--- src/rtl/tdm_pkg.sv ---
// Shared constants for the TDM demultiplexer: FSM state encoding and default frame geometry.
package tdm_pkg;
    localparam logic ST_IDLE   = 1'b0;
    localparam logic ST_RECV   = 1'b1;
    localparam int   TDM_N     = 8;
    localparam int   TDM_SEL_W = 3;
endpackage

--- src/rtl/tdm_slot_counter.sv ---
// Slot index counter for the TDM demultiplexer; load1 restarts a frame at slot 1.
module tdm_slot_counter
    import tdm_pkg::*;
#(
    parameter int N     = TDM_N,
    parameter int SEL_W = TDM_SEL_W
) (
    input  logic             clk,
    input  logic             rst_n,
    input  logic             clear,
    input  logic             load1,
    input  logic             inc,
    output logic [SEL_W-1:0] s,
    output logic             last
);
    logic [SEL_W-1:0] s_reg;

    // A sync restart outranks completion, so load1 wins over clear.
    always_ff @(posedge clk or negedge rst_n) begin
        if (!rst_n) begin
            s_reg <= '0;
        end else if (load1) begin
            s_reg <= SEL_W'(1);
        end else if (clear) begin
            s_reg <= '0;
        end else if (inc) begin
            s_reg <= s_reg + SEL_W'(1);
        end
    end

    assign s    = s_reg;
    assign last = (s_reg == SEL_W'(N - 1));
endmodule

--- src/rtl/tdm_demux_8.sv ---
// Receive side of an N:1 TDM serial link: collects one bit per enabled clock
// starting at a sync marker and presents the finished word with a valid strobe.
module tdm_demux_8
    import tdm_pkg::*;
#(
    parameter int N     = TDM_N,
    parameter int SEL_W = TDM_SEL_W
) (
    input  logic             clk,
    input  logic             rst_n,
    input  logic             en,
    input  logic             sync,
    input  logic             din,
    output logic [SEL_W-1:0] s,
    output logic             busy,
    output logic [N-1:0]     q,
    output logic             valid,
    output logic             frame_err
);
    logic             state_reg;
    logic [N-2:0]     shift_reg;
    logic [N-1:0]     q_reg;
    logic             valid_reg;
    logic             frame_err_reg;
    logic [SEL_W-1:0] s_cnt;
    logic             last;
    logic             load1;
    logic             clear;
    logic             inc;
    logic [N-2:0]     wr_sel;

    // Any qualified sync (re)starts a frame, whether idle or mid-frame.
    assign load1 = en && sync;
    assign clear = (state_reg == ST_RECV) && en && !sync && last;
    assign inc   = (state_reg == ST_RECV) && en && !sync && !last;

    tdm_slot_counter #(.N(N), .SEL_W(SEL_W)) u_slot_counter (
        .clk   (clk),
        .rst_n (rst_n),
        .clear (clear),
        .load1 (load1),
        .inc   (inc),
        .s     (s_cnt),
        .last  (last)
    );

    // Slot N-1 never lands in the shift register; it goes straight into q.
    genvar gi;
    generate
        for (gi = 0; gi < N - 1; gi++) begin : g_wr_sel
            assign wr_sel[gi] = (load1 && (gi == 0)) || (inc && (s_cnt == SEL_W'(gi)));
        end
    endgenerate

    always_ff @(posedge clk or negedge rst_n) begin
        if (!rst_n) begin
            shift_reg <= '0;
        end else begin
            for (int i = 0; i < N - 1; i++) begin
                if (wr_sel[i]) begin
                    shift_reg[i] <= din;
                end
            end
        end
    end

    always_ff @(posedge clk or negedge rst_n) begin
        if (!rst_n) begin
            state_reg     <= ST_IDLE;
            q_reg         <= '0;
            valid_reg     <= 1'b0;
            frame_err_reg <= 1'b0;
        end else begin
            valid_reg     <= 1'b0;
            frame_err_reg <= 1'b0;
            if (state_reg == ST_IDLE) begin
                if (load1) begin
                    state_reg <= ST_RECV;
                end
            end else if (en) begin
                if (sync) begin
                    frame_err_reg <= 1'b1;
                end else if (last) begin
                    q_reg     <= {din, shift_reg};
                    valid_reg <= 1'b1;
                    state_reg <= ST_IDLE;
                end
            end
        end
    end

    assign s         = s_cnt;
    assign busy      = (state_reg == ST_RECV);
    assign q         = q_reg;
    assign valid     = valid_reg;
    assign frame_err = frame_err_reg;
endmodule

--- config.mk ---
export PLATFORM = sky130hd
export DESIGN_NAME = tdm_demux_8
export DESIGN_NICKNAME = d
export VERILOG_FILES = /design/src/rtl/tdm_pkg.sv /design/src/rtl/tdm_slot_counter.sv /design/src/rtl/tdm_demux_8.sv
export SDC_FILE = /design/constraint.sdc
export NUM_CORES = 1
export LEC_CHECK = 0
export CORE_MARGIN = 3
export CORE_UTILIZATION = 30
export DETAILED_ROUTE_END_ITERATION = 6
export SLEW_MARGIN = 20
export SYNTH_ARGS = -nofsm -noshare
export SYNTH_HDL_FRONTEND = slang
export SYNTH_SLANG_ARGS = --single-unit
export TNS_END_PERCENT = 1
--- constraint.sdc ---
create_clock -name clk -period 2.3 [get_ports clk]
set_clock_uncertainty 0.1 [all_clocks]
set_input_delay 0.575 -clock clk [delete_from_list [all_inputs] [get_ports clk]]
set_output_delay 0.575 -clock clk [all_outputs]
set_load 0.1 [all_outputs]
==> results by group <==
GRT
  – Initial antenna violation count: 0
  – Total GRT Usage: 10.2%
  – Vias in the first global route: 618
  – Total gr overflow: 0
  – Largest net degree at the start of global routing: 22
  – First-pass GRT wire length: 3110 um

Yosys
  – Warnings, synthesis: 0
  – Count leader, synth: dfrtp_1
  – Number of synthesized register bits: 21
  – Cell accounting for the most synthesized area: dfrtp_1
  – Synth top area share: 54.9%
  – Post-Syn Nets: 83
  – Number of synthesized flops with an enable pin: 0
  – Synth cell types: 18
  – Avg Cell Area, Syn: 13.5 um2
  – Synth top cells by count: dfrtp_1, mux2_2, ha_1
  – Post-Syn Instances: 71
  – Sequential-to-total area share from yosys stat: 54.9%
  – Mapped cell area: 957 um2
  – Commonest register cell after synthesis: dfrtp_1
  – Post-synthesis async set-or-reset flop share: 100%
  – Top post-synthesis cells by area: dfrtp_1, mux2_2, ha_1

Floorplanning
  – Die footprint: 0.00390 mm2
  – Row Count: 19
  – Core Footprint: 0.00290 mm2
  – Top Ports: 19
  – Die Y: 62.5 um
  – Die Wd: 62.5 um
  – Initial Util: 33.0%

STA
  – TNS Setup: 0 ns
  – Fmax: 523 MHz
  – Final period util: 83.2%
  – Worst-Margin Slew: 0.362 ns
  – Final number of setup-violating endpoints: 0
  – Min Clock Period, post-route: around 1.9 ns
  – RSZ-0062 raised after global routing: no
  – PnR worst setup slack: 0.386 ns
  – Relative slew slack: 75.8%
  – Slew Limit Fails: 0
  – Fin. Hold Viols: 0

Route
  – Initial DRC Count: 19
  – Remaining antenna violation count: 0
  – Routed via count: 603
  – DR DRC count: 0
  – Drt wl/cell: between 10 and 15 um
  – Pre-antenna DRT Iters: 4
  – Total Wirelength: 1740 um
  – Routed vias/inst: 4.43

Min path
  – Worst Hold Class: register to register

Finish
  – Register Area: ~530 um2
  – Share of layout cells above drive strength 1: 40.4%
  – Nets: between 100 and 150
  – Fillcell total: 299
  – Area of the multi-input gates: 402 um2
  – Area grow syn2layout: 26.8%
  – # diodes: 0
  – Largest register FFs: 8

Pwr
  – Sw Pwr: 424 uW
  – Worst VDD drop: approximately 0.37 mV
  – Seq pwr share: 46.8%
  – Clock network power share: 16.9%
  – Sw Share: 40.4%
  – Power Density: 865 mW/mm2
  – Static Leak: 0.623 nW
  – Internal: 625 uW
  – Power Total: between 1 and 1.5 mW
  – Gate power share: between 30 and 40%

Place
  – Port bufs: 18
  – DP Worst Slack: 0.0445 ns
  – Post-DP HPWL: ~1200 um
  – Gpl congestion: 0.753

Clock tree
  – CTS Buf Count: 3
  – Clock Latency Late Sink: ~0.30 ns
  – H-tree Lvls: 1
  – CTS root buffer: clkbuf_4
  – CTS max path bufs: 2
  – CTS tree: yes
  – Number of clock sinks: 21
  – CTS clock-pin slew for the worst setup and hold paths: 0.12 ns
  – CTS resizes: 0
  – Hold buffer count at cts: 0
  – Post-CTS setup buffers: 0

Worst setup path
  – CP Capture Type: register
  – Critical path type: register to register
  – Crit path required time: 2.40 ns
  – Crit path max fanout: 7
  – Arr. time, crit path: 2.01 ns
  – Startpoint Class: register
  – FF-to-FF setup slack: just under 0.4 ns

Outcome
  – Status: completed

Run
  – # Max-Cap Violations: 0
-- cells by family after synthesis --
| family | Yosys count | synth area share, % |
|---|---|---|
| and+or+nand+nor | 16 | 10.3 |
| DFF | 21 | 54.9 |
| muxes | 15 | 17.6 |
| buffers and inverters | 6 | 3.14 |
| adders and majority gates | 7 | 9.15 |
| AOI/OAI and AO/OA | 6 | 4.84 |
-- per-layer routing --
metal	global-route usage (%)	vias up	wire (um)
met5	0	-	0
met1	14.5	287	921
li1	-	296	-
met2	14.0	18	689
met4	1.65	0	8
met3	5.04	2	119
-- metrics by stage --
| step | hold slack [ns] | cells | area (um2) | utilization [%] |
|---|---|---|---|---|
| floorplan | 0.179 | 71 | 960 | - |
| global placement | 0.380 | 132 | 1190 | 40.9 |
| detailed placement | 0.381 | 132 | 1190 | 40.9 |
| CTS | 0.409 | 136 | 1210 | 41.8 |
| global route | 0.430 | 136 | 1210 | 41.8 |
| finish | 0.404 | 136 | 1210 | 41.8 |
-- worst paths after layout --
kind	startpoint	to	cells after the start
worst max register to register	u_slot_counter.s[0]	shift_reg[0]	5
max in group asynchronous	rst_n	u_slot_counter.s[0]	2
worst min register to register	shift_reg[4]	shift_reg[4]	1
min in group asynchronous	rst_n	frame_err	2
worst min-delay path	shift_reg[4]	shift_reg[4]	1
worst max-delay path	u_slot_counter.s[0]	shift_reg[0]	5
-- layout by cell type, fill, tap and decap left out --
cell	Yosys	final
inv_1	5	5
buf_12	0	2
and4bb_1	1	1
and3b_1	1	1
clkdlybuf4s50_1	0	4
nor3b_1	1	1
and2b_2	1	1
and3_2	1	1
dfrtp_1	21	19
mux2_1	3	3
a22o_1	2	2
nand3_2	1	1
a32oi_1	1	1
o21ai_0	2	2
nand2_1	5	5
clkinv_2	0	1
clkbuf_4	0	3
a22o_2	1	1
ha_1	7	7
buf_4	0	14
dfrtp_2	0	2
nand3_1	5	5
mux2_2	12	12
-- area by class of cell --
type	instances	area share, %
Inverter	5	1.55
Timing Repair Buffer	20	15.3
Sequential cell	21	43.5
Clock inverter	1	0.412
Tap cell	42	4.33
Multi-Input combinational cell	44	33.1
Clock buffer	3	1.86
-- critical path, stage by stage (launching register included) --
cell,delay (ns)
dfrtp_2,0.46
ha_1,0.25
ha_1,0.18
and4bb_1,0.37
a32oi_1,0.14
mux2_1,0.31
-- power groups by stage --
| stage | logic, mW | registers, mW | clock network [mW] |
|---|---|---|---|
| floorplan | 0.102 | 0.676 | 0 |
| global placement | 0.381 | 0.496 | 0 |
| detailed placement | 0.386 | 0.499 | 0 |
| CTS | 0.386 | 0.492 | 0.189 |
| global route | 0.402 | 0.505 | 0.208 |
| finish | 0.381 | 0.491 | 0.177 |
No activity file was read; power rests on OpenSTA's default activity.
